==> config.mk <==
export PLATFORM = sky130hd
export DESIGN_NAME = arbitro_menor
export DESIGN_NICKNAME = d
export VERILOG_FILES = /design/src/rtl/menor_pkg.sv /design/src/rtl/fn_menor.sv /design/src/rtl/arbitro_menor.sv
export SDC_FILE = /design/constraint.sdc
export NUM_CORES = 1
export LEC_CHECK = 0
export CAP_MARGIN = 25
export CORE_ASPECT_RATIO = 1.25
export CORE_MARGIN = 2
export CORE_UTILIZATION = 29
export CTS_CLUSTER_DIAMETER = 150
export DETAILED_ROUTE_END_ITERATION = 10
export PLACE_DENSITY_LB_ADDON = 0.1
export RECOVER_POWER = 25
export SYNTH_ARGS = -nofsm -noshare
export SYNTH_HDL_FRONTEND = slang
export SYNTH_SLANG_ARGS = --single-unit
==> constraint.sdc <==
create_clock -name clk -period 1.3 [get_ports clk]
set_input_delay 0.195 -clock clk [delete_from_list [all_inputs] [get_ports clk]]
set_output_delay 0.195 -clock clk [all_outputs]
set_load 0.01 [all_outputs]
==> src/rtl/menor_pkg.sv <==
// Shared definitions for the less-than comparator arbiter:
// buffer state encoding, requester-id width/count and requester ids.
package menor_pkg;

    typedef enum logic {
        VACIO = 1'b0,
        LLENO = 1'b1
    } estado_t;

    localparam int ID_W    = 1;
    localparam int N_SOLIC = 2;

    localparam logic [ID_W-1:0] SOLIC_ALU   = 1'b0;
    localparam logic [ID_W-1:0] SOLIC_SALTO = 1'b1;

endpackage

==> src/rtl/fn_menor.sv <==
// fn_menor: combinational A < B comparator, signed or unsigned.
// Ports: a, b (ANCHO bits), sin_signo (1 = unsigned), y (1 if a < b).
module fn_menor #(
    parameter int ANCHO = 32
) (
    input  logic [ANCHO-1:0] a,
    input  logic [ANCHO-1:0] b,
    input  logic             sin_signo,
    output logic             y
);

    always_comb begin
        if (sin_signo) y = (a < b);
        else           y = ($signed(a) < $signed(b));
    end

endmodule

==> src/rtl/arbitro_menor.sv <==
// arbitro_menor: shares one fn_menor between the ALU (id 0) and the
// branch unit (id 1) with valid/ready handshakes and a 1-entry result
// buffer. Ports: clk, nreset (async, active-low); per requester i:
// req_valid_i/req_ready_i, a_i, b_i, sin_signo_i, resp_valid_i,
// resp_ready_i; shared resp_y. Optional macro ARBITRO_MENOR_RR_EN
// selects round-robin on ties; otherwise requester 0 always wins.
module arbitro_menor
    import menor_pkg::*;
#(
    parameter int ANCHO = 32
) (
    input  logic             clk,
    input  logic             nreset,
    input  logic             req_valid_0,
    input  logic             req_valid_1,
    output logic             req_ready_0,
    output logic             req_ready_1,
    input  logic [ANCHO-1:0] a_0,
    input  logic [ANCHO-1:0] a_1,
    input  logic [ANCHO-1:0] b_0,
    input  logic [ANCHO-1:0] b_1,
    input  logic             sin_signo_0,
    input  logic             sin_signo_1,
    output logic             resp_valid_0,
    output logic             resp_valid_1,
    input  logic             resp_ready_0,
    input  logic             resp_ready_1,
    output logic             resp_y
);

    estado_t         estado_q;
    logic [ID_W-1:0] dueno_q;
    logic            y_q;

    logic [ID_W-1:0] dueno_d;
    logic            y_d;
    logic [ID_W-1:0] empate;
    logic            drena;
    logic            libre;
    logic            acepta;
    logic [ANCHO-1:0] a_g;
    logic [ANCHO-1:0] b_g;
    logic             s_g;

`ifdef ARBITRO_MENOR_RR_EN
    logic [ID_W-1:0] ultimo_q;
    // On a tie, favour whoever was not granted last.
    assign empate = ~ultimo_q;
`else
    assign empate = SOLIC_ALU;
`endif

    // Granted id: the sole requester, or the tie winner.
    always_comb begin
        dueno_d = SOLIC_ALU;
        if (req_valid_0 && req_valid_1) dueno_d = empate;
        else if (req_valid_1)           dueno_d = SOLIC_SALTO;
    end

    assign drena  = (estado_q == LLENO) &&
                    ((dueno_q == SOLIC_SALTO) ? resp_ready_1
                                              : resp_ready_0);
    assign libre  = (estado_q == VACIO) || drena;
    assign acepta = libre && (req_valid_0 || req_valid_1);

    // Reset also forces ready low while the buffer is held empty.
    assign req_ready_0 = nreset && libre && req_valid_0 &&
                         (dueno_d == SOLIC_ALU);
    assign req_ready_1 = nreset && libre && req_valid_1 &&
                         (dueno_d == SOLIC_SALTO);

    assign a_g = (dueno_d == SOLIC_SALTO) ? a_1 : a_0;
    assign b_g = (dueno_d == SOLIC_SALTO) ? b_1 : b_0;
    assign s_g = (dueno_d == SOLIC_SALTO) ? sin_signo_1 : sin_signo_0;

    fn_menor #(
        .ANCHO (ANCHO)
    ) u_fn_menor (
        .a         (a_g),
        .b         (b_g),
        .sin_signo (s_g),
        .y         (y_d)
    );

    always_ff @(posedge clk or negedge nreset) begin
        if (!nreset) begin
            estado_q <= VACIO;
            dueno_q  <= SOLIC_ALU;
            y_q      <= 1'b0;
`ifdef ARBITRO_MENOR_RR_EN
            ultimo_q <= SOLIC_SALTO;
`endif
        end else if (acepta) begin
            estado_q <= LLENO;
            dueno_q  <= dueno_d;
            y_q      <= y_d;
`ifdef ARBITRO_MENOR_RR_EN
            ultimo_q <= dueno_d;
`endif
        end else if (drena) begin
            estado_q <= VACIO;
        end
    end

    assign resp_valid_0 = (estado_q == LLENO) && (dueno_q == SOLIC_ALU);
    assign resp_valid_1 = (estado_q == LLENO) && (dueno_q == SOLIC_SALTO);
    assign resp_y       = y_q;

endmodule

==> flow_results.org <==
** GRT
- The first global-routing pass estimated 9287 um of wire.
- Vias in the first global route :: 2239
- Global routing used 18.63% of the available tracks across all layers.
- Grt total ovfl :: 0
- Entering global routing, the biggest net connects 15 pins.
- Initial antenna violation count :: 0

** Finish
- The sequential cells in the finished layout cover a total of 75.07 sq um.
- With fillers left out, the area of the finished cells amounts to 3854 sq um.
- For this run, the post-layout net count is 508.
- Layout area overhead :: 147.0%
- Filler cell count in the final layout :: 375
- In the final layout, the share of cells above drive strength 1 is 36.18%.
- Multi-input combinational cell area :: 1896 sq um
- Antenna diodes :: 0
- Leaving out filler cells and counting taps, the final layout contains 402.

** Floorplan
- From bottom edge to top edge, the die measures 86.01 um.
- Initial core utilization :: 30.50%
- Total number of placement rows :: 29
- X dimension of the die :: 69.61 um
- In this run the count of I/O pins placed on the die edge is 141.
- The die covers 5986 sq um.
- The total area inside the core boundary comes to 5116 sq um.

** Drt
- After detailed routing, the average wire length per cell comes to 15.07 um.
- After detailed routing, the number of remaining DRC violations is 0.
- Using the TritonRoute via totals, the vias-per-cell ratio works out to 5.095.
- Iteration count of the initial detailed-routing pass :: 4
- Routed wire length :: 6057 um
- Detailed routing inserted a total of 2048 vias.
- After the first detailed-routing iteration, the DRC count stood at 32.
- Antenna-violating nets left :: 0

** Pwr
- Static leakage :: 1.533 nW
- Total power consumption of the routed design :: 1.912 mW
- The worst-case IR drop observed on VDD is 576.7 uV.
- Cell area power density :: 496.1 nW/um^2

** Yosys
- In the post-synthesis netlist, the biggest area contributors are sky130_fd_sc_hd__ha_1, sky130_fd_sc_hd__mux2_2, sky130_fd_sc_hd__mux2i_1.
- Dominant cell type by area after synthesis :: sky130_fd_sc_hd__ha_1
- Post-synthesis register bit count :: 3
- Distinct cell type count of the synthesized netlist :: 33
- Sequential cells were found to cover 4.812% of the synthesized design area.
- Synthesis handed over a netlist of 170 instances.
- In this run the mean area of a mapped cell was 9.178 sq um.
- The synthesized design devotes to its leading area cell type 24.86% of total area.
- Nets in the synthesized netlist :: 337
- The cell area that synthesis handed to floorplanning was 1560 sq um.
- Number of warning messages in the yosys log :: 0

** Clock network
- No sink is reached through more buffers than the 2 on the longest clock path.
- Clock tree from TritonCTS :: yes
- Max H-tree Level :: 1
- Clock Root Buffer :: sky130_fd_sc_hd__clkbuf_8
- Clock-pin slew was measured on the worst setup and hold paths at 0.03 ns.
- Later-pin clock latency in the skew report :: 0.22 ns
- CTS buffer count :: 3
- Sink count of the clock tree :: 3
- Hold repair after CTS inserted 0 buffers.

** STA
- For the pin with the worst max-slew slack, the measured transition is 0.3199 ns.
- Setup total negative slack on the finished layout was measured at -1.400 ns.
- After layout, the worst path uses 172.7% of the clock period.
- After layout, the worst setup slack is -0.9448 ns.
- The worst pin sits at a relative slew slack of 78.06%.
- Highest attainable clock frequency :: 445.5 MHz
- The clock arrives with 0.004204 ns of skew.
- Setup violations remaining at the end of the flow were counted as 3.
- The number of hold-slack violations in the final timing report came to 0.
- The number of max-slew violations in the final report was 0.
- Setup repair after global routing could not meet its margin everywhere.
- The smallest clock period supported by the final layout is computed as 2.245 ns.

** Setup path
- Critical-path cell with the highest stage delay :: sky130_fd_sc_hd__mux2_2
- Among the stages of the critical path, the cell type that occurs most often is sky130_fd_sc_hd__buf_6.
- Across all register-to-register paths, the minimum setup slack is -0.26 ns.
- The endpoint identified for the worst register-to-register timing path is resp_y$_DFFE_PN0P_.
- Setup crit end kind :: flop
- By startpoint and endpoint, the worst setup path is classified as in -> reg.
- Arrival time at the worst endpoint :: 2.35 ns
- The worst register-to-register path begins at dueno_q$_DFFE_PN0P_.
- Endpoint required time on the critical path :: 1.40 ns
- STA classifies the critical path startpoint as a primary input.
- For the worst flop-to-flop path, the logic depth is 7.
- Walking the worst path, the cells encountered are buf_6 > nor2b_4 > buf_12 > buf_6 > buf_16 > mux2_2 > ha_1 > nand4_1 > o211ai_1 > o221ai_1 > o2111ai_2 > o41ai_2.
- Critical Path Start :: req_valid_1
- The largest single stage delay on the critical path is 0.33 ns.
- In this run the worst setup path terminates at resp_y$_DFFE_PN0P_.
- Largest fanout on the critical path :: 7

** Place
- Placer's final routability congestion estimate :: 0.7715
- The wire-length estimate of the detail-placed layout is 4740 um.
- Cells after DPL :: 383
- Post-DP Area :: 3402 sq um
- During placement, the flow inserted port buffers numbering 140.
- Before CTS, the worst setup slack after placement is -1.668 ns.

** Hold path
- The min-delay analysis places its worst path in the category in -> reg.

** Flow run
- MaxCap Viol Count :: 0

** Status
- The final reports fail on setup timing.
- Outcome :: finished with violations
## sequential cells by signal, indices dropped and copies added (netlist names)
signal / count
resp_y: 1
dueno_q: 1
estado_q: 1
## critical path: cells and delay by family
family          cells  cell delay, ns
compound gates      4            0.81
fa+ha+maj           1            0.28
buf+inv             4            0.45
mux                 1            0.33
simple gates        2            0.27
## metal layers
layer  global-route usage [%]  wire (um)
met4                    5.348        123
met5                        0          0
met2                    38.55       3371
met3                    2.703        315
met1                    18.90       2246
## synthesized netlist by cell type
master                      instances
sky130_fd_sc_hd__o21a_1             1
sky130_fd_sc_hd__a21o_1             2
sky130_fd_sc_hd__nor3_1             1
sky130_fd_sc_hd__o31ai_1            1
sky130_fd_sc_hd__a211o_1            1
sky130_fd_sc_hd__nor3b_1            1
sky130_fd_sc_hd__a21oi_1           13
sky130_fd_sc_hd__and3b_1            1
sky130_fd_sc_hd__nor4_1             1
sky130_fd_sc_hd__a211oi_1           2
sky130_fd_sc_hd__ha_1              31
sky130_fd_sc_hd__o221ai_1           1
sky130_fd_sc_hd__nand2_1           11
sky130_fd_sc_hd__mux2_2            31
sky130_fd_sc_hd__mux2i_1           32
sky130_fd_sc_hd__nor2_1             4
sky130_fd_sc_hd__nor2b_4            1
sky130_fd_sc_hd__a2111oi_0          1
sky130_fd_sc_hd__o2111ai_1          1
sky130_fd_sc_hd__nand4_1            6
sky130_fd_sc_hd__o41ai_2            1
sky130_fd_sc_hd__nand2b_1           1
sky130_fd_sc_hd__a221oi_1           1
sky130_fd_sc_hd__a22oi_1            1
sky130_fd_sc_hd__and3_1             2
sky130_fd_sc_hd__nand3_1            2
sky130_fd_sc_hd__nor2b_1            3
sky130_fd_sc_hd__o211ai_1           1
sky130_fd_sc_hd__buf_2              7
sky130_fd_sc_hd__o21ai_0            3
sky130_fd_sc_hd__and2_1             1
sky130_fd_sc_hd__dfrtp_1            3
sky130_fd_sc_hd__inv_1              1
## layout make-up
type	count	area share, %
timing repair buffer	173	45.58
inverter	1	0.09740
tap	62	2.013
sequential	3	1.948
clock buffer	4	1.169
multi-input combinational	159	49.19
## cell usage in the layout, fill, tap and decap left out, types with 4 or more instances in the layout
| cell type | instances |
|---|---|
| sky130_fd_sc_hd__nor2_1 | 4 |
| sky130_fd_sc_hd__a21oi_2 | 6 |
| sky130_fd_sc_hd__mux2i_4 | 5 |
| sky130_fd_sc_hd__ha_4 | 18 |
| sky130_fd_sc_hd__clkdlybuf4s50_1 | 133 |
| sky130_fd_sc_hd__buf_4 | 19 |
| sky130_fd_sc_hd__mux2_4 | 11 |
| sky130_fd_sc_hd__mux2i_1 | 20 |
| sky130_fd_sc_hd__buf_6 | 8 |
| sky130_fd_sc_hd__mux2_2 | 20 |
| sky130_fd_sc_hd__nand2_1 | 8 |
| sky130_fd_sc_hd__ha_1 | 12 |
| sky130_fd_sc_hd__mux2i_2 | 7 |
| sky130_fd_sc_hd__nand4_1 | 6 |
| sky130_fd_sc_hd__a21oi_1 | 7 |
## timing repair
| item | CTS | global route |
|---|---|---|
| buffers inserted | 14 | 4 |
| setup endpoints to repair | 6 | 5 |
| gates resized for setup | 36 | 44 |
| pin swaps | 18 | 23 |
| cloned | 2 | 0 |
## logic make-up after synthesis
logic type / share of synthesized area [%]
flops: 4.811
buf+inv: 2.486
mux: 42.90
compound gates: 12.83
simple gates: 12.11
fa+ha+maj: 24.86
## report_power, final
| group | switching [mW] | leakage [nW] | internal, mW |
|---|---|---|---|
| combinational | 0.531 | 1.48 | 0.975 |
| sequential | 0.0156 | 0.0339 | 0.116 |
| clock | 0.0651 | 0.0228 | 0.209 |
## how the worst min path moves through the flow
stage,startpoint,cells after the start,end,slack (ns)
floorplan,nreset,0,dueno_q$_DFFE_PN0P_,-0.10
global placement,nreset,2,dueno_q$_DFFE_PN0P_,0.51
detailed placement,nreset,2,dueno_q$_DFFE_PN0P_,0.51
CTS,req_valid_0,3,dueno_q$_DFFE_PN0P_,0.26
global route,req_valid_0,3,dueno_q$_DFFE_PN0P_,0.26
finish,req_valid_0,3,dueno_q$_DFFE_PN0P_,0.25
## per-stage QoR
stage | hold slack, ns | util [%]
floorplan | -0.1006 | -
global route | 0.2630 | 75.32
detailed placement | 0.5102 | 66.50
CTS | 0.2567 | 71.29
global placement | 0.5108 | 66.50
finish | 0.2528 | 75.32
No activity file was read; power rests on OpenSTA's default activity.
